## src/rtl/fifo_stream_reader.sv

```systemverilog
// fifo_stream_reader: drains a sync FIFO into a valid/ready stream through a 2-entry buffer; FIFO_READER_STATS_EN adds rd_count
module fifo_stream_reader #(
  parameter int FIFO_WIDTH = 16,
  parameter int CNT_WIDTH  = 16
) (
  input  logic                  clk,
  input  logic                  rst,
  input  logic [FIFO_WIDTH-1:0] fifo_data_out,
  input  logic                  fifo_empty,
  input  logic                  fifo_underflow,
  output logic                  fifo_rd_en,
  input  logic                  flush,
  output logic                  m_valid,
  output logic [FIFO_WIDTH-1:0] m_data,
  input  logic                  m_ready,
  output logic                  underflow_err,
  output logic [CNT_WIDTH-1:0]  rd_count
);
  logic [1:0]            cnt;
  logic                  rd_pending;
  logic [FIFO_WIDTH-1:0] tail;
  logic                  pop;
  logic                  push;
  assign m_valid    = cnt != 2'd0;
  assign pop        = m_valid && m_ready;
  assign push       = rd_pending && !fifo_underflow;
  assign fifo_rd_en = !rst && !flush && !fifo_empty && ((cnt + {1'b0, rd_pending} < 2'd2) || pop);
  always_ff @(posedge clk) begin
    if (rst) begin
      cnt           <= 2'd0;
      rd_pending    <= 1'b0;
      m_data        <= '0;
      tail          <= '0;
      underflow_err <= 1'b0;
    end else begin
      rd_pending <= fifo_rd_en;
      if (rd_pending && fifo_underflow) underflow_err <= 1'b1;
      if (flush) cnt <= 2'd0;
      else begin
        cnt <= cnt + {1'b0, push} - {1'b0, pop};
        // head takes the tail on pop unless the incoming word is the only survivor
        if (pop) m_data <= (cnt == 2'd2 || !push) ? tail : fifo_data_out;
        else if (push && cnt == 2'd0) m_data <= fifo_data_out;
        if (push && (pop ? cnt == 2'd2 : cnt == 2'd1)) tail <= fifo_data_out;
      end
    end
  end
`ifdef FIFO_READER_STATS_EN
  always_ff @(posedge clk) begin
    if (rst) rd_count <= '0;
    else if (pop && !flush && rd_count != '1) rd_count <= rd_count + {{(CNT_WIDTH-1){1'b0}}, 1'b1};
  end
`else
  assign rd_count = '0;
`endif
endmodule

```

## config.mk

```make
export PLATFORM = sky130hd
export DESIGN_NAME = fifo_stream_reader
export DESIGN_NICKNAME = d
export VERILOG_FILES = /design/src/rtl/fifo_stream_reader.sv
export SDC_FILE = /design/constraint.sdc
export NUM_CORES = 1
export LEC_CHECK = 0
export BUFFER_PORTS_ARGS = -buffer_cell sky130_fd_sc_hd__buf_2
export CORE_ASPECT_RATIO = 1.75
export CORE_MARGIN = 1.5
export CORE_UTILIZATION = 53
export DETAILED_ROUTE_END_ITERATION = 10
export GPL_ROUTABILITY_DRIVEN = 0
export GPL_TIMING_DRIVEN = 0
export PLACE_DENSITY = 0.84
export REMOVE_ABC_BUFFERS = 1
export SYNTH_ARGS = -nofsm -noshare
export SYNTH_HDL_FRONTEND = slang
export SYNTH_SLANG_ARGS = --single-unit
```

## constraint.sdc

```tcl
create_clock -name clk -period 4.6 [get_ports clk]
set_clock_uncertainty 0.05 [all_clocks]
set_input_delay 0.92 -clock clk [delete_from_list [all_inputs] [get_ports clk]]
set_output_delay 0.92 -clock clk [all_outputs]
set_load 0.02 [all_outputs]
```

==> results.py, run 1 <==
metrics = {
    "floorplan": {
        "design.portCount": 57,
        "core_region_area_sq_um": 2930,
        "core.rowCount": 26,
        "die_span_in_y_microns": 76.3,
        "fp.dieW_microns": 44.9,
        "floorplan.initialDensity_pct": 55.6,
        "die_area_sq_um": 3430,
    },
    "critical_path": {
        "worstPathMaxFanout": 37,
        "crit_required_ns": 3.63,
        "crit-reg2reg-capture": "m_data[13]",
        "ff2ff_setup_slack_ns": 2.17,
        "critical_path_arrival_ns": 1.79,
        "crit_path_end_kind": "output pin",
        "critical_setup_path_class": "in2out",
        "worst_setup_path_start_kind": "primary input",
        "reg2reg_from": "cnt[0]",
        "worstRegToRegCells": 4,
    },
    "finish": {
        "post_route_cells_drive_above_1_share_pct": 23.4,
        "postLayoutCoreUtil_pct": 62.6,
        "antenna_cells": 0,
        "final_area_sq_um": 1830,
        "layout.cells.non_filler": 250,
        "finalNetCount": 244,
        "areaGrowthSynthToFinish_pct": 12.6,
    },
    "routing": {
        "drt_iter0_drc": 24,
        "viasPerCell": 5.24,
        "drc": 0,
        "drt-total-wl_microns": 3060,
        "wl_per_cell_microns": 12.2,
        "drtAntennaViolNets": 0,
        "drt_pass1_iterations": 4,
        "vias_after_detailed_routing": 1311,
    },
    "grt": {
        "first_pass_grt_wire_length_microns": 5130,
        "antenna_violations_before_repair": 0,
        "grt_max_degree": 38,
        "track_usage_pct": 19.8,
        "first_global_vias": 1215,
        "globalRouteOverflowTotal": 0,
    },
    "timing": {
        "setup_viol_count_final": 0,
        "hold_viol_final": 0,
        "maxClockFrequency_ghz": 0.362,
        "tightestPinTransition_ns": 1.27,
        "setup_slack_ns": 1.84,
        "slew_headroom_pct": 15.1,
        "setup_total_negative_slack_ns": 0,
        "final_period_minus_worst_setup_slack_ns": 2.76,
        "final.period_utilization_pct": 60.0,
        "maxSlewViolCount": 0,
        "grt_setup_unrepaired": "no",
    },
    "power": {
        "power_density_nw_per_um2": 323,
        "cellLeakagePower_nw": 0.907,
        "maximum_vdd_drop_v": 0.000259,
    },
    "place": {
        "dp.final_hpwl_microns": 2020,
        "place_ws_ns": 1.58,
        "placement.cell_area_sq_um": 1740,
        "io_buffer_count": 40,
        "dp_cells": 242,
    },
    "job": {
        "maxCapViolCount": 0,
    },
    "worst_hold_path": {
        "worst_hold_path.num_cells": 2,
        "min-delay-path-class": "reg2reg",
        "worstHoldStart": "underflow_err",
        "hold_end": "underflow_err",
    },
    "clock_network": {
        "ctsResizeCount": 0,
        "clock_sink_count": 36,
        "ctsRootBufferMaster": "clkbuf_8",
        "cts.hold.buffers_added": 0,
        "cts_buffer_depth": 2,
        "clk-insertion-delay-late_ns": 0.29,
        "cts.repair_timing.setup_buffer_count": 0,
        "cts_htree_levels": 2,
        "clkTransAtPathRegs_ns": 0.07,
        "tritoncts": "built",
        "numCtsBuffers": 5,
    },
    "logic_synthesis": {
        "synth_warnings": 0,
        "ys_async_sr_fraction_pct": 0,
        "mean_post_synth_cell_area_sq_um": 8.75,
        "syn-cell-area_sq_um": 1630,
        "synth-edff-count": 0,
        "yosys_register_bits": 36,
        "yosys.cell_types.count": 31,
        "dominantRegCellSynth": "dfxtp_1",
        "ys_seq_area_share_pct": 44.3,
        "synthesis.instances": 186,
    },
    "outcome": {
        "outcome": "completed",
    },
}
==> synth_stat cells (2+ instances only) <==
cell type   n  area [sq um]
a311oi_1   16           140
buf_2       3          15.0
buf_4      18           135
clkbuf_1    5          18.8
dfxtp_1    36           721
mux2i_1    16           160
nand2_1    33           124
nor2_1     34           128
nor4_1      2          12.5
xor2_1      2          17.5
==> cells by family (layout without fill, tap and decap cells) <==
family,after synthesis,after routing,synth area share [%]
simple gates,78,78,20.5
flops,36,36,44.3
buf+inv,28,49,11.3
compound gates,24,24,12.0
mux,16,16,9.84
xor+xnor,2,2,1.08
fa+ha+maj,1,1,0.769
other cells,1,16,0.230
==> critical path: stages <==
cell    delay, ns
buf_2        0.31
nor4_1       0.34
buf_2        0.21
==> routing by layer <==
layer,global-route usage (%),routed length [microns],up-vias
met5,0,0,-
met4,10.6,76,0
met3,4.98,152,5
li1,-,-,676
met1,21.6,1260,588
met2,33.3,1570,42
==> state kept, by name, indices dropped and copies added (netlist names) <==
| register | cells |
|---|---|
| m_data | 16 |
| underflow_err | 1 |
| rd_pending | 1 |
| cnt | 2 |
| tail | 16 |
==> cells in the final DEF, fill, tap and decap left out, drive strengths merged <==
cell type / synthesis / routed
a31o: 1 / 1
clkinv: 0 / 3
or4b: 1 / 1
nor4b: 1 / 1
nor3b: 1 / 1
o21ai: 2 / 2
mux2i: 16 / 16
nand2: 33 / 33
a31oi: 1 / 1
nand2b: 1 / 1
ha: 1 / 1
nor3: 1 / 1
a211o: 1 / 1
inv: 1 / 1
conb: 1 / 16
a21boi: 1 / 1
a311oi: 16 / 16
dfxtp: 36 / 36
buf: 22 / 40
nor2: 34 / 34
nand3b: 1 / 1
or3b: 1 / 1
and4b: 1 / 1
nor4: 2 / 2
xor2: 2 / 2
a21oi: 2 / 2
clkbuf: 5 / 5
or2: 1 / 1
==> cell type report <==
type | count | area [sq um]
Clock inverter | 3 | 18.8
Fill cell | 253 | 1090
Multi-Input combinational cell | 137 | 786
Clock buffer | 5 | 68.8
Tap cell | 28 | 35.0
Sequential cell | 36 | 721
Inverter | 1 | 3.75
Timing Repair Buffer | 40 | 200
==> report_power, final <==
| part | internal (W) | leakage (nW) | switching (W) |
|---|---|---|---|
| Combinational | 0.0000170 | 0.569 | 0.0000388 |
| Sequential | 0.000316 | 0.291 | 0.00000295 |
| Clock | 0.000105 | 0.0479 | 0.000111 |
==> stage by stage <==
| stage | power (W) | hold slack (ns) |
|---|---|---|
| finish | 0.000592 | 0.421 |
| global route | 0.000620 | 0.450 |
| CTS | 0.000599 | 0.421 |
| detailed placement | 0.000382 | 0.405 |
| global placement | 0.000381 | 0.396 |
| floorplan | 0.000358 | 0.399 |
==> how the worst max path moves through the flow <==
stage,startpoint,slack [ns],end,cells after the start
2_1_floorplan,flush,1.99,fifo_rd_en,1
3_3_place_gp,fifo_underflow,1.62,m_data[15],5
3_5_place_dp,fifo_underflow,1.58,m_data[13],5
4_1_cts,rst,1.85,fifo_rd_en,3
5_1_grt,fifo_underflow,1.66,m_data[2],5
6_report,rst,1.84,fifo_rd_en,3
Note: power is estimated with default switching activity, not from simulation.
==> run 2: changes to the inputs <==
--- a/config.mk
+++ b/config.mk
@@ -8,11 +8,11 @@
 export BUFFER_PORTS_ARGS = -buffer_cell sky130_fd_sc_hd__buf_2
 export CORE_ASPECT_RATIO = 1.75
 export CORE_MARGIN = 1.5
-export CORE_UTILIZATION = 53
+export CORE_UTILIZATION = 49
 export DETAILED_ROUTE_END_ITERATION = 10
 export GPL_ROUTABILITY_DRIVEN = 0
 export GPL_TIMING_DRIVEN = 0
-export PLACE_DENSITY = 0.84
+export PLACE_DENSITY = 0.79
 export REMOVE_ABC_BUFFERS = 1
 export SYNTH_ARGS = -nofsm -noshare
 export SYNTH_HDL_FRONTEND = slang
==> constraint.sdc (replaced) <==
create_clock -name clk -period 2.6 [get_ports clk]
set_clock_uncertainty 0.05 [all_clocks]
set_input_delay 0.52 -clock clk [delete_from_list [all_inputs] [get_ports clk]]
set_output_delay 0.52 -clock clk [all_outputs]
set_load 0.02 [all_outputs]
==> results.py, run 2 (synthesis results as in run 1) <==
metrics = {
    "outcome": {
        "outcome": "completed",
    },
    "critical_path": {
        "crit_path_end_kind": "register",
        "critical_path_arrival_ns": 2.30,
        "worst_setup_path_start_kind": "register",
        "slowest_stage": "a21oi_4",
        "worstPathMaxFanout": 32,
        "worst_path_largest_cell_delay_ns": 0.67,
        "worstPathCellList": "or4b_1 -> a21oi_4 -> nor2_1 -> a311oi_1",
        "ff2ff_setup_slack_ns": 0.45,
        "crit_required_ns": 2.74,
        "critical_setup_path_class": "reg2reg",
    },
    "floorplan": {
        "fp.dieW_microns": 46.6,
        "die_span_in_y_microns": 79.2,
        "floorplan.initialDensity_pct": 51.8,
        "core_region_area_sq_um": 3140,
        "die_area_sq_um": 3690,
        "core.rowCount": 27,
        "design.portCount": 57,
    },
    "finish": {
        "largest_registers": "m_data x16, tail x16, cnt x2",
        "post_route_cells_drive_above_1_share_pct": 22.9,
        "areaGrowthSynthToFinish_pct": 15.8,
        "antenna_cells": 0,
        "final_area_sq_um": 1880,
        "commonest_non_fill_non_tap_cells_in_the_layout": "buf_2 (40), dfxtp_1 (36), nor2_1 (34)",
        "layout_commonest_cell": "buf_2",
        "finalNetCount": 245,
        "postLayoutCoreUtil_pct": 60.0,
        "layout.cells.non_filler": 266,
    },
    "grt": {
        "antenna_violations_before_repair": 0,
        "globalRouteOverflowTotal": 0,
        "first_global_vias": 1220,
        "first_pass_grt_wire_length_microns": 5220,
        "track_usage_pct": 19.5,
        "grt_max_degree": 38,
    },
    "power": {
        "maximum_vdd_drop_v": 0.000534,
        "power_density_nw_per_um2": 606,
        "cellLeakagePower_nw": 0.921,
    },
    "timing": {
        "setup_viol_count_final": 0,
        "hold_viol_final": 0,
        "final_period_minus_worst_setup_slack_ns": 2.15,
        "grt_setup_unrepaired": "no",
        "setup_slack_ns": 0.445,
        "final.period_utilization_pct": 82.9,
        "slew_headroom_pct": 42.5,
        "tightestPinTransition_ns": 0.862,
        "maxClockFrequency_ghz": 0.464,
        "maxSlewViolCount": 0,
    },
    "place": {
        "dp_cells": 258,
        "placement.cell_area_sq_um": 1770,
        "dp.final_hpwl_microns": 2080,
        "place_ws_ns": -0.0337,
        "io_buffer_count": 40,
    },
    "clock_network": {
        "clock_sink_count": 36,
        "cts_htree_levels": 2,
        "clk-insertion-delay-late_ns": 0.29,
        "cts_buffer_depth": 2,
        "tritoncts": "built",
        "clkTransAtPathRegs_ns": 0.07,
        "numCtsBuffers": 5,
        "cts.repair_timing.setup_buffer_count": 0,
        "cts.hold.buffers_added": 0,
        "ctsResizeCount": 0,
        "ctsRootBufferMaster": "clkbuf_8",
    },
    "routing": {
        "drt-total-wl_microns": 3210,
        "drc": 0,
        "viasPerCell": 4.98,
        "drtAntennaViolNets": 0,
        "drt_iter0_drc": 21,
        "wl_per_cell_microns": 12.1,
        "vias_after_detailed_routing": 1325,
        "drt_pass1_iterations": 4,
    },
    "job": {
        "maxCapViolCount": 0,
    },
    "worst_hold_path": {
        "min-delay-path-class": "in2reg",
    },
}
run 2: changes by cell type in the layout (fill, tap and decap cells not counted):
cell       previous run  this run
a21oi_2               1         0
a21oi_4               0         1
a31oi_1               0         1
a31oi_2               1         0
buf_6                 0         1
bufinv_16             0         1
clkbuf_1              0         1
clkinv_2              2         1
clkinv_4              1         0
run 2: area by class of cell:
class | count | area, sq um
Fill cell | 311 | 1260
Timing Repair Buffer | 41 | 211
Multi-Input combinational cell | 137 | 787
Clock buffer | 6 | 72.6
Clock inverter | 2 | 35.0
Tap cell | 43 | 53.8
Inverter | 1 | 3.75
Sequential cell | 36 | 721
run 2: worst paths after layout:
check,startpoint,end,cells past startpoint
max,cnt[0],m_data[11],4
max reg2reg,cnt[0],m_data[11],4
min,fifo_empty,rd_pending,2
min reg2reg,underflow_err,underflow_err,2
run 2: metal layers:
layer,global-route usage (%),vias up,wire [microns]
met5,0,-,0
met4,10.3,0,56
met3,4.77,4,148
met2,32.6,32,1690
met1,21.5,614,1320
li1,-,675,-
run 2: power breakdown:
group	switching, W	internal, W	total [W]
clock network	0.000192	0.000284	0.000476
registers	0.00000550	0.000560	0.000566
logic	0.0000695	0.0000304	0.0000999
run 2: worst max-delay path, delay by kind of cell, from the launching register on:
kind	cells	cell delay [ns]
simple gates	2	0.69
compound gates	2	0.93
flops	1	0.38
run 2: through the flow:
step	hold WS, ns	power (W)	setup TNS [ns]
detailed placement	0.400	0.000677	-0.202
finish	0.360	0.00114	0
global route	0.363	0.00119	0
floorplan	0.399	0.000633	0
CTS	0.342	0.00116	0
global placement	0.398	0.000675	0
==> run 3: changes to the inputs <==
==> constraint.sdc (replaced) <==
create_clock -name clk -period 2.2 [get_ports clk]
set_clock_uncertainty 0.05 [all_clocks]
set_input_delay 0.44 -clock clk [delete_from_list [all_inputs] [get_ports clk]]
set_output_delay 0.44 -clock clk [all_outputs]
set_load 0.02 [all_outputs]
==> results.py, run 3 (synthesis results as in run 1) <==
metrics = {
    "critical_path": {
        "crit_required_ns": 2.30,
        "worst_setup_path_start_kind": "register",
        "critical_path_arrival_ns": 2.17,
        "critical_setup_path_class": "reg2reg",
        "crit_path_end_kind": "register",
        "worstPathMaxFanout": 16,
    },
    "grt": {
        "grt_max_degree": 38,
        "global_route.usage.met1_pct": 22.1,
        "track_usage_pct": 19.9,
        "global_route.usage.met2_pct": 33.2,
        "grtUsageMet3_pct": 4.77,
        "globalRouteOverflowTotal": 0,
        "antenna_violations_before_repair": 0,
        "first_pass_grt_wire_length_microns": 5290,
        "first_global_vias": 1209,
        "globalRoute.busiestLayer": "met2",
    },
    "routing": {
        "drc": 0,
        "vias_after_detailed_routing": 1351,
        "wl_per_cell_microns": 12.7,
        "drtAntennaViolNets": 0,
        "drt-total-wl_microns": 3400,
        "viasPerCell": 5.06,
        "drt_pass1_iterations": 4,
        "drt_iter0_drc": 24,
    },
    "finish": {
        "finalNetCount": 246,
        "largest_registers": "m_data x16, tail x16, cnt x2",
        "antenna_cells": 0,
        "layout.cells.non_filler": 267,
        "post_route_cells_drive_above_1_share_pct": 24.1,
        "layout_commonest_cell": "buf_2",
        "areaGrowthSynthToFinish_pct": 17.4,
        "commonest_non_fill_non_tap_cells_in_the_layout": "buf_2 (40), dfxtp_1 (36), nor2_1 (34)",
    },
    "power": {
        "reg_power_share_pct": 49.3,
        "cellLeakagePower_nw": 0.926,
        "p_clk_share_pct": 41.7,
        "combPwrFrac_pct": 9.0,
        "internal_power_w": 0.00103,
        "power_density_nw_per_um2": 710,
        "p_sw_share_pct": 23.7,
        "maximum_vdd_drop_v": 0.000635,
        "total_switching_power_w": 0.000321,
    },
    "clock_network": {
        "clk-insertion-delay-late_ns": 0.29,
        "cts_htree_levels": 2,
        "tritoncts": "built",
        "ctsRootBufferMaster": "clkbuf_8",
        "numCtsBuffers": 5,
        "cts_buffer_depth": 2,
        "cts.hold.buffers_added": 0,
        "clkTransAtPathRegs_ns": 0.07,
        "clock_sink_count": 36,
    },
    "timing": {
        "grt_setup_unrepaired": "no",
        "setup_total_negative_slack_ns": 0,
        "setup_viol_count_final": 0,
        "final_period_minus_worst_setup_slack_ns": 2.07,
        "maxSlewViolCount": 0,
        "setup_slack_ns": 0.133,
        "slew_headroom_pct": 41.1,
        "final.period_utilization_pct": 93.9,
        "maxClockFrequency_ghz": 0.484,
        "hold_viol_final": 0,
        "tightestPinTransition_ns": 0.884,
    },
    "place": {
        "place_ws_ns": -0.354,
        "io_buffer_count": 40,
        "dp.final_hpwl_microns": 2080,
        "dp_cells": 258,
    },
    "floorplan": {
        "fp.dieW_microns": 46.6,
        "floorplan.initialDensity_pct": 51.8,
        "core.rowCount": 27,
        "die_span_in_y_microns": 79.2,
        "design.portCount": 57,
        "core_region_area_sq_um": 3140,
        "die_area_sq_um": 3690,
    },
    "worst_hold_path": {
        "min-delay-path-class": "in2reg",
    },
    "job": {
        "maxCapViolCount": 0,
    },
    "outcome": {
        "outcome": "completed",
    },
}
-- run 3: changes by cell type in the layout (fill, tap and decap cells not counted) --
cell,previous run,this run
a21oi_4,1,2
a31oi_1,1,0
a31oi_2,0,1
or4b_1,1,0
or4b_4,0,1
-- run 3: area by class of cell --
| class | instances | area, sq um |
|---|---|---|
| clock buffer | 6 | 72.6 |
| clock inverter | 2 | 35.0 |
| fill | 306 | 1230 |
| inverter | 1 | 3.75 |
| multi-input combinational | 138 | 813 |
| sequential | 36 | 721 |
| tap | 43 | 53.8 |
| timing repair buffer | 41 | 211 |
-- run 3: per-stage QoR --
step                      power, W  hold slack [ns]  instance area [sq um]  util, %
final                      0.00136            0.275                   1910     60.8
after global routing       0.00141            0.281                   1910     60.8
after detailed placement  0.000800            0.400                   1770     56.3
after floorplan           0.000748            0.399                   1500        -
after CTS                  0.00137            0.262                   1880     60.0
after global placement    0.000798            0.398                   1760     56.0
-- run 3: what timing repair did --
item	in CTS	in global routing
pin swaps	0	1
setup endpoints to repair	16	16
setup buffers	0	0
resized for setup	1	3
cloned	0	1
-- run 3: worst paths after layout --
check | startpoint | end | slack [ns] | cells after the start
hold reg to reg | underflow_err | underflow_err | 0.42 | 2
setup / recovery | cnt[0] | tail[12] | 0.13 | 4
setup reg to reg | cnt[0] | tail[12] | 0.13 | 4
hold / removal | fifo_empty | rd_pending | 0.28 | 2
-- run 3: power groups by stage --
stage / registers [W] / clock network [W] / logic [W]
after CTS: 0.000668 / 0.000581 / 0.000118
after detailed placement: 0.000683 / 0 / 0.000117
after global placement: 0.000683 / 0 / 0.000115
after floorplan: 0.000694 / 0 / 0.0000548
final: 0.000669 / 0.000566 / 0.000121
after global routing: 0.000669 / 0.000609 / 0.000135
-- run 3: worst max-delay path, stage by stage (launching register included) --
cell and delay, ns:
dfxtp_1 0.48, or3b_1 0.38, a211o_1 0.64, mux2i_1 0.31, nor2_1 0.06
-- run 3: per-layer routing --
metal  share of wire [%]  wire [microns]
met4                 2.4              82
met1                  41            1380
met2                  52            1780
met3                 4.8             164
met5                   0               0
